File: config.mk
export PLATFORM = sky130hd
export DESIGN_NAME = inst_fetch_queue
export DESIGN_NICKNAME = d
export VERILOG_FILES = /design/src/rtl/fetch_pkg.sv /design/src/rtl/fetch_fifo.sv /design/src/rtl/inst_fetch_queue.sv
export SDC_FILE = /design/constraint.sdc
export NUM_CORES = 1
export LEC_CHECK = 0
export ABC_AREA = 1
export CAP_MARGIN = 5
export CORE_UTILIZATION = 60
export DETAILED_ROUTE_END_ITERATION = 10
export PLACE_DENSITY = 0.95
export SETUP_SLACK_MARGIN = 0.1
export SYNTH_ARGS = -nofsm -noshare
export SYNTH_HDL_FRONTEND = slang
export SYNTH_SLANG_ARGS = --single-unit
File: constraint.sdc
create_clock -name clk -period 7.6 [get_ports clk]
set_clock_uncertainty 0.1 [all_clocks]
set_input_delay 1.52 -clock clk [delete_from_list [all_inputs] [get_ports clk]]
set_output_delay 1.52 -clock clk [all_outputs]
set_load 0.01 [all_outputs]
File: src/rtl/fetch_pkg.sv
// Shared types and constants for the instruction-fetch front end.
package fetch_pkg;

    localparam int INST_W = 32;
    localparam int PC_W   = 32;

    // Canonical no-op (addi x0, x0, 0); handy as filler data when debugging.
    localparam logic [INST_W-1:0] NOP_INST = 32'h0000_0013;

    typedef enum logic [1:0] {
        IDLE,
        ADDR,
        WAIT,
        DISCARD
    } fetch_state_t;

endpackage

File: src/rtl/fetch_fifo.sv
// Fetch buffer: DEPTH entries of {pc, instruction}, with flush and occupancy count.
// The head is read straight from the storage registers, so nothing entering on
// data_i can reach data_o in the same cycle.
module fetch_fifo
    import fetch_pkg::*;
#(
    parameter int DEPTH = 4,
    parameter int WIDTH = PC_W + INST_W
) (
    input  logic                       clk_i,
    input  logic                       rst_ni,
    input  logic                       push_i,
    input  logic                       pop_i,
    input  logic                       flush_i,
    input  logic [WIDTH-1:0]           data_i,
    output logic                       valid_o,
    output logic [WIDTH-1:0]           data_o,
    output logic [$clog2(DEPTH):0]     count_o
);

    localparam int PTR_W = $clog2(DEPTH);
    localparam int CNT_W = $clog2(DEPTH) + 1;
    localparam logic [PTR_W-1:0] PTR_ONE  = PTR_W'(1);
    localparam logic [CNT_W-1:0] CNT_ONE  = CNT_W'(1);
    localparam logic [CNT_W-1:0] CNT_FULL = CNT_W'(DEPTH);

    logic [WIDTH-1:0] mem_q [DEPTH];
    logic [PTR_W-1:0] wr_ptr_q;
    logic [PTR_W-1:0] rd_ptr_q;
    logic [CNT_W-1:0] cnt_q;
    logic             do_pop;
    logic             full;

    assign do_pop  = pop_i && (cnt_q != '0);
    assign full    = (cnt_q == CNT_FULL);
    assign valid_o = (cnt_q != '0);
    assign data_o  = valid_o ? mem_q[rd_ptr_q] : '0;
    assign count_o = cnt_q;

    // Pointer and count update; flush wins over push/pop, pointers wrap naturally.
    always_ff @(posedge clk_i or negedge rst_ni) begin
        if (!rst_ni) begin
            wr_ptr_q <= '0;
            rd_ptr_q <= '0;
            cnt_q    <= '0;
        end else if (flush_i) begin
            wr_ptr_q <= '0;
            rd_ptr_q <= '0;
            cnt_q    <= '0;
        end else begin
            if (push_i) wr_ptr_q <= wr_ptr_q + PTR_ONE;
            if (do_pop) rd_ptr_q <= rd_ptr_q + PTR_ONE;
            case ({push_i, do_pop})
                2'b10:   cnt_q <= cnt_q + CNT_ONE;
                2'b01:   cnt_q <= cnt_q - CNT_ONE;
                default: cnt_q <= cnt_q;
            endcase
        end
    end

    // Entry storage; data only, no reset needed since count gates visibility.
    always_ff @(posedge clk_i) begin
        if (push_i && !flush_i) mem_q[wr_ptr_q] <= data_i;
    end

    // The fetch FSM reserves space before issuing, so a push into a full buffer is a bug.
    a_no_overflow: assert property (@(posedge clk_i) disable iff (!rst_ni)
                                    !(push_i && !flush_i && full));

endmodule

File: src/rtl/inst_fetch_queue.sv
// Instruction-fetch front end: sequential PC generation, single-outstanding
// split address/data memory handshake, buffered {pc, instruction} queue and
// redirect-driven flush.
module inst_fetch_queue
    import fetch_pkg::*;
#(
    parameter int              DEPTH    = 4,
    parameter logic [PC_W-1:0] RESET_PC = 32'h0000_0000
) (
    input  logic                   clk,
    input  logic                   reset,
    output logic                   imemReq,
    output logic [PC_W-1:0]        imemAddr,
    input  logic                   imemGnt,
    input  logic                   imemRvalid,
    input  logic [INST_W-1:0]      imemRdata,
    input  logic                   redirect,
    input  logic [PC_W-1:0]        redirectPc,
    output logic                   instValid,
    output logic [INST_W-1:0]      instruction,
    output logic [PC_W-1:0]        instPc,
    input  logic                   instReady,
    output logic [$clog2(DEPTH):0] queueCount
);

    localparam int CNT_W = $clog2(DEPTH) + 1;
    localparam logic [CNT_W-1:0] CNT_FULL  = CNT_W'(DEPTH);
    localparam logic [CNT_W-1:0] CNT_LAST  = CNT_W'(DEPTH - 1);
    localparam logic [PC_W-1:0]  PC_STEP   = 32'd4;
    localparam logic [PC_W-1:0]  ALIGN_MSK = 32'hFFFF_FFFC;

    fetch_state_t          state_q, state_d;
    logic [PC_W-1:0]       fetchPc_q, fetchPc_d;
    logic [PC_W-1:0]       reqPc_q, reqPc_d;
    logic [PC_W-1:0]       redirectTgt;
    logic                  push;
    logic                  pop;
    logic                  hasSpace;
    logic                  spaceAfterPush;
    logic [PC_W+INST_W-1:0] head;

    assign redirectTgt = redirectPc & ALIGN_MSK;
    // Redirect overrides consumption: the head being popped is flushed anyway.
    assign pop         = instValid && instReady && !redirect;
    // In IDLE nothing is outstanding, so occupancy alone decides.
    assign hasSpace    = (queueCount < CNT_FULL);
    // A push only happens below DEPTH, so either a concurrent pop or one free slot beyond it suffices.
    assign spaceAfterPush = pop || (queueCount < CNT_LAST);
    assign imemAddr    = fetchPc_q;

    // Next-state, request and push decisions; redirect retargets the fetch PC last.
    always_comb begin
        state_d   = state_q;
        fetchPc_d = fetchPc_q;
        reqPc_d   = reqPc_q;
        imemReq   = 1'b0;
        push      = 1'b0;
        case (state_q)
            IDLE: begin
                if (redirect || hasSpace) state_d = ADDR;
            end
            ADDR: begin
                imemReq = 1'b1;
                if (imemGnt) begin
                    state_d   = redirect ? DISCARD : WAIT;
                    reqPc_d   = fetchPc_q;
                    fetchPc_d = fetchPc_q + PC_STEP;
                end
            end
            WAIT: begin
                if (imemRvalid) begin
                    push    = !redirect;
                    state_d = (redirect || spaceAfterPush) ? ADDR : IDLE;
                end else if (redirect) begin
                    state_d = DISCARD;
                end
            end
            DISCARD: begin
                if (imemRvalid) state_d = ADDR;
            end
            default: state_d = IDLE;
        endcase
        if (redirect) fetchPc_d = redirectTgt;
    end

    // Control state: FSM and fetch PC, cleared asynchronously.
    always_ff @(posedge clk or negedge reset) begin
        if (!reset) begin
            state_q   <= IDLE;
            fetchPc_q <= RESET_PC;
        end else begin
            state_q   <= state_d;
            fetchPc_q <= fetchPc_d;
        end
    end

    // PC of the in-flight request, paired with its data on return.
    always_ff @(posedge clk) begin
        reqPc_q <= reqPc_d;
    end

    fetch_fifo #(
        .DEPTH (DEPTH),
        .WIDTH (PC_W + INST_W)
    ) u_fifo (
        .clk_i   (clk),
        .rst_ni  (reset),
        .push_i  (push),
        .pop_i   (pop),
        .flush_i (redirect),
        .data_i  ({reqPc_q, imemRdata}),
        .valid_o (instValid),
        .data_o  (head),
        .count_o (queueCount)
    );

    assign instPc      = head[PC_W+INST_W-1:INST_W];
    assign instruction = head[INST_W-1:0];

endmodule

==> out/results.txt <==
Resized cells post-CTS: 0
Async S/R FF share, synth: 0.123
Slew @ Worst Pin: 1.05 ns
Setup Crit Path Kind: reg2out
startpoint type of the worst setup path: register
final antenna-violating net count: 0
Antenna Cells: 0
FMAX: 191 MHz
Ys Warns: 0
HPWL Detailed: 18.1 mm
final hold violations: 0
Post-synth top flop: edfxtp_1
gr ovfl total: 0
vias in the first global route: 9,270
nets@finish: 1,440
HP Class: reg2reg
sequential-to-total area share from yosys stat: 0.699
Setup violations, final: 0
vias per cell: 5.67
Hold Path Depth: 0
clk_lat worst skew: 0.54 ns
EDFF count, synth: 278
vias post-DR: 9,416
setup repair bufs after CTS: 0
placeable core area: 21,800 um^2
CTS H-tree lvls: 1
Num CTS Buffers: 29
RSZ-0062 raised after global routing: no
IR Drop Worst-Case VDD: 0.170 mV
First DRT Iteration DRCs: 922
critical path arrival: 3.62 ns
crit-path max FO: 66
Seq cells post-synth: 317
slew margin rel.: 0.296
port bufs: 164
Core Util, Final: 0.736
CP Capture Type: output pin
clock root buffer: clkbuf_16
Hold Buf Count CTS: 0
die area: 22,800 um^2
DR pass1 iterations: 5
GPL Wtd Cong: 0.896
Place WS: 2.22 ns
synthesized area per cell: 11.0 um^2
Avg WL per Cell: 18.2 um
setup_tns: 0 ns
final WL: 30.2 mm
Die W: 151 um
Initial Utilization: 0.611
Tcrit/Tclk final: 0.689
layout cells sized above 1: 0.0579
Post-Synthesis Cells: 1,210
Total Routing Usage GR: 0.266
first-pass GRT wire length: 46.0 mm
Max-cap violations: 0
PD cells: 308 nW/um^2
Yosys cell types: 37
die height: 151 um
Leakage: 5.77 nW
row count: 54
final worst slack: 2.36 ns
area of the mapped netlist: 13,300 um^2
largest net degree at the start of global routing: 86
area leader, netlist: edfxtp_1
Ports: 171
Tmin final: 5.24 ns
CTS max path bufs: 3
# clock sinks: 317
status: finished, final reports clean
DRC violation count after routing: 0
Clk pin slew, worst setup/hold paths: 0.07 ns
Slew Limit Fails: 0
Worst R2R Path Depth: 5
initial antenna violation count: 0
CTS tree: done
Synth-to-Final Area Change: 20.4%
CP required: 5.98 ns
area share of the largest cell type after synthesis: 0.626
Synth area leaders: edfxtp_1, nor2_1, dfrtp_1
-- cell type report --
class / instances / area [um^2]
Tap cell: 280 / 350
Fill cell: 1327 / 5770
Timing Repair Buffer: 175 / 1720
Multi-Input combinational cell: 776 / 3530
Sequential cell: 317 / 9330
Clock buffer: 37 / 786
Inverter: 61 / 230
Clock inverter: 16 / 106
-- worst max-delay path, cell delays in order (launching register included) --
cell and delay, ns:
dfrtp_4 0.74, clkinv_2 0.77, buf_4 0.58, o21ai_0 0.29, a21oi_1 0.14, clkdlybuf4s50_1 0.53
-- report_power, final --
group / switching [mW] / leakage, nW / internal [mW] / total, mW
sequential: 0.159 / 2.99 / 2.06 / 2.22
combinational: 0.772 / 2.33 / 0.596 / 1.37
clock: 0.597 / 0.445 / 0.762 / 1.36
-- state kept, by name, indices dropped and copies added (netlist names) --
register         flops
u_fifo.mem_q       248
imemAddr            30
reqPc_q             30
u_fifo.count_o       3
state_q              2
u_fifo.rd_ptr_q      2
u_fifo.wr_ptr_q      2
-- synthesized netlist by cell type, types with 4 or more instances --
cell type,n
nand2_1,156
a21oi_1,70
nor2_1,307
nand3_1,37
clkbuf_1,28
inv_2,4
inv_1,56
buf_4,12
o21ai_0,146
dfrtp_1,39
o211ai_1,5
nor2_2,4
buf_2,16
xor2_1,9
edfxtp_1,278
ha_1,9
-- per-layer routing --
metal  vias up  share of wire  GRT usage
met5         -              0          0
li1       4433              -          -
met3        55          0.095     0.0419
met4         0          0.024      0.117
met1      4423           0.38      0.339
met2       505           0.50      0.453
-- cells in the final DEF, fill, tap and decap left out, drive strengths merged, types with 2 or more instances in the layout --
cell type	instances
clkbuf	37
a21oi	70
buf	12
o21ai	148
clkinv	15
nand4	2
dfrtp	39
conb	4
nand2	158
o21bai	2
edfxtp	278
nor3	4
o211ai	5
clkdlybuf4s50	163
a22oi	2
xor2	9
inv	60
ha	9
nand3	40
nor2	313
o22ai	2
-- logic make-up (layout without fill, tap and decap cells) --
logic type / Yosys count / after routing / synth area share
AND/OR/NAND/NOR: 519 / 519 / 0.155
flip-flops: 317 / 317 / 0.699
AO/OA/AOI/OAI: 233 / 233 / 0.0902
buffers and inverters: 120 / 289 / 0.0388
adder cells (fa/ha/maj): 10 / 10 / 0.00995
XOR/XNOR: 10 / 10 / 0.00657
other: 1 / 4 / 0.000281
-- worst paths after layout --
path	from	to	slack (ns)
min reg2reg	reqPc_q[18]	u_fifo.mem_q[3][50]	0.39
max reg2reg	state_q[0]	u_fifo.mem_q[1][49]	4.77
min	reqPc_q[18]	u_fifo.mem_q[3][50]	0.39
min in group asynchronous	reset	imemAddr[17]	1.03
max	u_fifo.rd_ptr_q[0]	instPc[11]	2.36
max in group asynchronous	reset	u_fifo.rd_ptr_q[0]	5.68
-- stage by stage --
| step | hold slack [ns] | cell area, um^2 | instances | power, mW |
|---|---|---|---|---|
| floorplan | 0.359 | 13300 | 1213 | 2.90 |
| global placement | 0.365 | 15200 | 1609 | 3.56 |
| detailed placement | 0.379 | 15200 | 1609 | 3.60 |
| CTS | 0.393 | 16100 | 1662 | 4.96 |
| global route | 0.405 | 16100 | 1662 | 5.16 |
| finish | 0.390 | 16100 | 1662 | 4.95 |
Power figures use the tool's default switching activity.
